**config.mk**
```make
export PLATFORM = sky130hd
export DESIGN_NAME = lion_gate_driver
export DESIGN_NICKNAME = d
export VERILOG_FILES = /design/src/rtl/lion_gate_driver.sv
export SDC_FILE = /design/constraint.sdc
export NUM_CORES = 1
export LEC_CHECK = 0
export ABC_AREA = 1
export BUFFER_PORTS_ARGS = -buffer_cell sky130_fd_sc_hd__buf_2
export CAP_MARGIN = 20
export CORE_UTILIZATION = 50
export CTS_CLUSTER_SIZE = 25
export DETAILED_ROUTE_END_ITERATION = 8
export HOLD_SLACK_MARGIN = 0.08
export PLACE_DENSITY = 0.83
export SYNTH_ARGS = -nofsm -noshare
export SYNTH_HDL_FRONTEND = slang
export SYNTH_SLANG_ARGS = --single-unit
```
**constraint.sdc**
```tcl
create_clock -name clk -period 1.5 [get_ports clk]
set_input_delay 0.075 -clock clk [delete_from_list [all_inputs] [get_ports clk]]
set_output_delay 0.075 -clock clk [all_outputs]
set_load 0.01 [all_outputs]
```
**src/rtl/lion_gate_driver.sv**
```systemverilog
// Emulates a lion passing through a two-beam gate (enter or exit) and tracks
// the lion count a two-gate counter would derive from the beam sequence.
module lion_gate_driver #(
  parameter int LEN_W = 4
) (
  input  logic             clk,
  input  logic             reset,
  input  logic             cmd_valid,
  input  logic             cmd_dir,
  input  logic [LEN_W-1:0] cmd_len,
  output logic             cmd_ready,
  output logic             gate_one,
  output logic             gate_two,
  output logic             busy,
  output logic             done,
  output logic [3:0]       model_count
);

  typedef enum logic [2:0] {
    S_IDLE = 3'd0,
    S_P1   = 3'd1,
    S_P2   = 3'd2,
    S_P3   = 3'd3,
    S_GAP  = 3'd4
  } state_t;

  state_t           state_q, state_d;
  logic [LEN_W-1:0] timer_q, timer_d;
  logic [LEN_W-1:0] len_q, len_d;
  logic             dir_q, dir_d;
  logic [1:0]       gates_q, gates_d;
  logic             busy_q, busy_d;
  logic             done_q, done_d;
  logic [3:0]       count_q, count_d;
  logic             accept_s;
  logic             expire_s;

  // Beam pattern {gate_one, gate_two} for a state; dir=1 mirrors the outer phases.
  function automatic logic [1:0] gate_pattern(input state_t st, input logic dir);
    logic [1:0] pat;
    case (st)
      S_P1:    pat = dir ? 2'b01 : 2'b10;
      S_P2:    pat = 2'b11;
      S_P3:    pat = dir ? 2'b10 : 2'b01;
      S_GAP:   pat = 2'b00;
      default: pat = 2'b00;
    endcase
    return pat;
  endfunction

  assign cmd_ready = (state_q == S_IDLE);
  assign accept_s  = cmd_valid & cmd_ready;
  assign expire_s  = (timer_q == {LEN_W{1'b0}});

  // Next-state, phase timer and count update.
  always_comb begin
    state_d = state_q;
    timer_d = timer_q;
    len_d   = len_q;
    dir_d   = dir_q;
    count_d = count_q;
    done_d  = 1'b0;

    case (state_q)
      S_IDLE: begin
        if (accept_s) begin
          state_d = S_P1;
          timer_d = cmd_len;
          len_d   = cmd_len;
          dir_d   = cmd_dir;
          // Entering lion: gate_one rises with gate_two clear on this edge.
          if (!cmd_dir) begin
            count_d = count_q + 4'd1;
          end else begin
            count_d = count_q;
          end
        end else begin
          state_d = S_IDLE;
        end
      end
      S_P1: begin
        if (expire_s) begin
          state_d = S_P2;
          timer_d = len_q;
        end else begin
          timer_d = timer_q - {{(LEN_W-1){1'b0}}, 1'b1};
        end
      end
      S_P2: begin
        if (expire_s) begin
          state_d = S_P3;
          timer_d = len_q;
        end else begin
          timer_d = timer_q - {{(LEN_W-1){1'b0}}, 1'b1};
        end
      end
      S_P3: begin
        if (expire_s) begin
          state_d = S_GAP;
          timer_d = len_q;
          // Exiting lion: gate_one falls with gate_two clear on this edge.
          if (dir_q) begin
            count_d = count_q - 4'd1;
          end else begin
            count_d = count_q;
          end
        end else begin
          timer_d = timer_q - {{(LEN_W-1){1'b0}}, 1'b1};
        end
      end
      S_GAP: begin
        if (expire_s) begin
          state_d = S_IDLE;
          done_d  = 1'b1;
        end else begin
          timer_d = timer_q - {{(LEN_W-1){1'b0}}, 1'b1};
        end
      end
      default: begin
        state_d = S_IDLE;
        timer_d = {LEN_W{1'b0}};
      end
    endcase

    gates_d = gate_pattern(state_d, dir_d);
    busy_d  = (state_d != S_IDLE);
  end

  // State and output registers with synchronous reset.
  always_ff @(posedge clk) begin
    if (reset) begin
      state_q <= S_IDLE;
      timer_q <= {LEN_W{1'b0}};
      len_q   <= {LEN_W{1'b0}};
      dir_q   <= 1'b0;
      gates_q <= 2'b00;
      busy_q  <= 1'b0;
      done_q  <= 1'b0;
      count_q <= 4'd0;
    end else begin
      state_q <= state_d;
      timer_q <= timer_d;
      len_q   <= len_d;
      dir_q   <= dir_d;
      gates_q <= gates_d;
      busy_q  <= busy_d;
      done_q  <= done_d;
      count_q <= count_d;
    end
  end

  assign gate_one    = gates_q[1];
  assign gate_two    = gates_q[0];
  assign busy        = busy_q;
  assign done        = done_q;
  assign model_count = count_q;

endmodule

```
[Word level (Yosys, flattened, before mapping)]
Cells that the tools add are included.
Operators by class
  add/sub/neg operators: 3
  equality and inequality tests: 12
  muxes and demuxes: 21
  bitwise operators: 2
  reduce and logical (&&, ||, !) cells: 9
Operators with widths (number)
  4-bit two-way mux: 7
  3-bit case mux with 5 select lines: 1
  3-bit by 2-bit equality test with 1-bit output, second input constant: 4
  3-bit two-way mux: 4
  4-bit case mux with 3 select lines: 1
  2-bit inequality test, second input constant: 4
  4-bit case mux with 2 select lines: 1
  4-bit by 1-bit subtractor with 4-bit output, second input constant: 2
  3-bit by 1-bit equality test with 1-bit output, second input constant: 2
  2-bit case mux with 3 select lines: 1
  5-bit AND reduction: 1
  4-bit by 1-bit adder with 4-bit output, second input constant: 1
  4-bit zero test: 1
  1-bit two-way mux: 4
  2-bit two-way mux: 2
  2-bit AND reduction: 2
  3-bit equality test, second input constant: 1
  3-bit zero test: 1
  3-bit nonzero test: 1
  3-bit OR reduction: 1
  2-bit by 1-bit inequality test with 1-bit output, second input constant: 1
  2-bit nonzero test: 1
  2-bit OR reduction: 1
  1-bit bitwise AND: 1
  1-bit NOT: 1
Word-level totals
  register bits: 20
  bits of input ports: 8
  output and inout port bits: 9
  word-level logic and storage cells: 55

[Longest topological paths before layout]
  word-level depth: 6
  gate-level depth with buffers: 10
  depth with buffers taken out: 10

[Least setup slack after synthesis]
Ideal clock, no wire load.
  kind: flip-flop to flip-flop
  start point: register state_q[0]
  end point: register count_q[3], in the netlist model_count[3]
  library setup time: 70 ps
  arrival: 1457 ps
  required time: 1430 ps
  setup slack: -27 ps
  stages on the path, launching flop included: 11
  buffers on the path: 0
  period minus slack after synthesis: 1527 ps
  path through: dfxtp_1 -> nand2_1 -> nor2_2 -> ha_1 -> nand2_1 -> nand2_1 -> nor2_1 -> nand3_1 -> nand2_1 -> nand2_1 -> a21oi_1
Between the ends
  longest elaborated chain between the ends: 4
  elaborated cells on any way between the ends: 10
  those cells by class: 5 x eq/ne; 1 x mux; 1 x bitwise; 3 x reduce/logical
RTL lines
  from (decl): RTL line 27  | state_t state_q, state_d;
  from (signal assigned): RTL line 141  | state_q <= state_d;
  3-bit zero test: RTL line 51, 64
  1-bit bitwise AND: RTL line 52  | assign accept_s = cmd_valid & cmd_ready;
  2-bit by 1-bit inequality test with 1-bit output (no line)
  5-bit AND reduction (no line)
  to (signal assigned): RTL line 148  | count_q <= count_d;
  to (decl): RTL line 34  | logic [3:0] count_q, count_d;
Several ways; a longest one is shown, not always the timed one.
A chain may end at the register's enable or synchronous reset.

[Final worst setup path]
  start point: register state_q[0]
  end point: register count_q[2], in the netlist model_count[2]
Same word-level chain as after synthesis.

==> results.txt <==
- Result of the run: finished, final reports clean
- For this design, the sink count on the clock tree is 20.
- Clock slew seen by the registers of the worst setup and hold paths: 0.12 ns
* Highest achievable clock rate: 679.4 MHz
- Global routing consumed, on the met3 layer, 3.636% of the routing resources.
- The worst path meets setup with 0.02819 ns of slack.
- On the final layout, the worst clock skew is 0.009182 ns.
* P_int: 1.554 mW
- Fill cell instance count of the final layout: 173
* Final setup violating endpoints: 0
- Total power: 2.754 mW
- In this run the worst path has a maximum fanout of 4.
* Area of the die: 2571 sq um
- Switching power: between 1 and 1.5 mW
- Most common cell after layout, fill and taps aside: nand2_1
- The pre-antenna-repair detailed-routing pass consisted of 4 iterations.
- Area growth, synth to finish: 33.44%
- In this run the count of I/O pins placed on the die edge is 17.
- OpenSTA, run right after detailed placement, puts the worst setup slack at -0.07274 ns.
- The min-delay analysis places its worst path in the category input port to flip-flop.
* Critical path capture point type: flip-flop
* HPWL after DPL: 2089 microns
- In this run the mean area of a mapped cell was 6.590 sq um.
- For this block, the routed nets add up to 3049 microns of wire.
- Summing every instance area after synthesis gives 1186 sq um.
* Worst EP arrival: 1.73 ns
* Via-to-Cell Ratio: just over 5
* Actual slew at the worst max-slew pin: 0.3649 ns
- Dividing total power by cell area gives a power density of 1740 nW/um^2.
* Final Non-Filler Cells: 243
- The critical path in this run is classified as flip-flop to flip-flop.
- The clock passes through at most 2 buffers.
- Cell count after placement: 233
* Vias: roughly 1,300
- Final hold viol count: 0
- Buffers placed on the I/O ports in this run total 16.
* Number of cell rows: 17
- Most area-hungry cell type in the Yosys netlist: dfxtp_1
* Most Crowded Layer GR: met2
- For this run, design rule violations remaining after detail routing come to 0.
- In this run, the clock network consumes 16.2% of the power.
- GRT met2 Usage: 41.11%
- The count of nets left with antenna violations once routing finished came out at 0.
- Flip-flop and latch count after synthesis: 20
- In the final timing run, aggregate negative setup slack is 0 ns.
* Sw frac: 43.57%
* Leakage power total: 0.7725 nW
- Required @ worst endpoint: 1.76 ns
- The first global-routing pass estimated 4574 microns of wire.
- Slowest cell on the critical path: dfxtp_4
* Post-route fraction of the period consumed by the critical path: 98.12%
- Clock insertion delay at the later pin of the skew report: 0.31 ns
- Leading cell types in the layout, fill and taps excluded: nand2_1, inv_1, nand3_1, dfxtp_1, buf_2
* Top cells by area in the synthesized netlist: dfxtp_1, nand2_1, nand3_1
- The tool flagged a number of max-cap violations equal to 0.
- The routed design could run at a clock period as short as 1.472 ns.
- Gate Count Post-Synth: 180
- After the first detailed-routing iteration, the DRC count stood at 33.
* Die extent in x: 50.71 microns
- After synthesis, the netlist uses 26 different library cells.
- Vertical die dimension: 50.71 microns
- Net total in the final layout: ~230
- Of the post-synthesis cell area, the dominant cell type holds ~34%.
* Post-DR wirelength/cell: 12.55 microns
- Initial antenna violation count: 0
- In this run the number of H-tree levels came out at 1.
- Cells with a size suffix above 1 make up 33.02% of the layout.
- The critical path goes through buf_4 -> nand3_2 -> fa_2 -> xnor2_2 -> nand2_1 -> a21oi_2.
* Antenna diode count: 0
- Max Slew Vio Count: 0
- IR drop worst, VDD: between 1 and 1.5 mV
- Largest net degree at the start of global routing: 19
* Effective utilization at floorplan: 53.11%
- Per report_power, the combinational group accounts for 55.1% of the total.
- The via count of the first global-routing pass came to ~1,100.
* Overflow after GRT: 0
* Unrepaired setup endpoints after global routing: yes
* Num CTS Buffers: 3
* Worst-case headroom to the max-slew limit: 75.68%
- The largest single stage delay on the critical path is 0.41 ns.
- The region available for standard cell placement spans ~2200 sq um.
- Synthesized Nets: 192
* Startpoint class of the critical path: flip-flop
- Clock tree from TritonCTS: yes
* Part of the total power dissipated in sequential elements: between 20 and 30%
* Total track usage: 23.94%
* Ys Warns: 0
- In the global route stage, met1 resource usage came out at roughly 29%.
* Fraction of the yosys area taken by sequential cells: 33.76%
- Master cell of the clock root buffer: clkbuf_4
- The congestion estimate from routability-driven global placement came to approximately 0.9.
power groups by stage:
| stage | clock [mW] | combinational, mW | sequential (mW) |
|---|---|---|---|
| global route | 0.470 | 1.68 | 0.803 |
| global placement | 0 | 1.26 | 0.763 |
| CTS | 0.456 | 1.34 | 0.769 |
| floorplan | 0 | 0.901 | 0.785 |
| finish | 0.447 | 1.52 | 0.790 |
| detailed placement | 0 | 1.30 | 0.772 |
metrics by stage:
step                utilization, %  hold WS [ns]  instance area (sq um)
floorplan                        -        0.2223                   1192
global placement             61.57        0.3412                   1375
detailed placement           61.57        0.3683                   1375
CTS                          66.33        0.1323                   1481
global route                 70.87        0.1541                   1583
finish                       70.87        0.1389                   1583
synth_stat cells:
| library cell | n |
|---|---|
| nand2_1 | 63 |
| inv_1 | 23 |
| dfxtp_1 | 20 |
| nand3_1 | 18 |
| a21oi_1 | 16 |
| nor2_1 | 9 |
| ha_1 | 3 |
| nand2_4 | 3 |
| nor2_2 | 3 |
| o21ai_0 | 3 |
| clkbuf_1 | 2 |
| nand2_2 | 2 |
| o21ai_2 | 2 |
| a211oi_1 | 1 |
| a21boi_0 | 1 |
| a21oi_2 | 1 |
| buf_8 | 1 |
| fa_1 | 1 |
| inv_2 | 1 |
| inv_6 | 1 |
| nand3b_1 | 1 |
| nand4_1 | 1 |
| nor2_4 | 1 |
| o21ai_1 | 1 |
| or2_1 | 1 |
| xnor2_1 | 1 |
sequential cells by signal, summed over array words and instances (netlist names):
register,cells
model_count,4
busy,1
state_q,3
timer_q,4
done,1
gates_q,2
len_q,4
dir_q,1
routing by layer:
layer,part of all wire [%],wire [microns]
met5,0,0
met4,1.4,44
met3,3.4,103
met2,52,1593
met1,43,1308
worst max-delay path: cells and delay by family (launching register included):
| kind | cells | cell delay (ns) |
|---|---|---|
| adders and majority gates | 1 | 0.39 |
| buffers and inverters | 1 | 0.14 |
| and+or+nand+nor | 2 | 0.19 |
| AOI/OAI and AO/OA | 1 | 0.12 |
| xor gates and xnor gates | 1 | 0.17 |
| DFF | 1 | 0.41 |
path summary, 6_finish.rpt:
path	start	end	slack, ns	depth (start not counted)
worst max register to register	state_q[0]$_SDFF_PP0_	model_count[2]$_SDFFE_PP0P_	0.03	6
worst min-delay path	reset	done$_SDFF_PP0_	0.14	2
worst max-delay path	state_q[0]$_SDFF_PP0_	model_count[2]$_SDFFE_PP0P_	0.03	6
worst min register to register	len_q[2]$_SDFFE_PP0N_	len_q[2]$_SDFFE_PP0N_	0.46	2
what timing repair did:
action,in CTS,in global routing
pin swaps,0,7
cloned,0,0
setup buffers,0,2
setup endpoints to repair,5,10
hold endpoints to repair,4,0
resized for setup,6,22
hold buffers,4,0
logic make-up after synthesis:
logic type      share of synthesized area, %
flops                                  33.75
fa+ha+maj                              4.853
xor+xnor                              0.7385
buf+inv                                10.23
simple gates                           38.50
compound gates                         11.92
final cells by class:
type	instances	area [sq um]	area share [%]
clock buffer	3	22.52	1.423
tap	28	35.03	2.213
clock inverter	1	30.03	1.897
inverter	25	98.84	6.245
sequential	20	410.4	25.93
timing repair buffer	34	229.0	14.47
multi-input combinational	132	757.0	47.83
No activity file was read; power rests on OpenSTA's default activity.
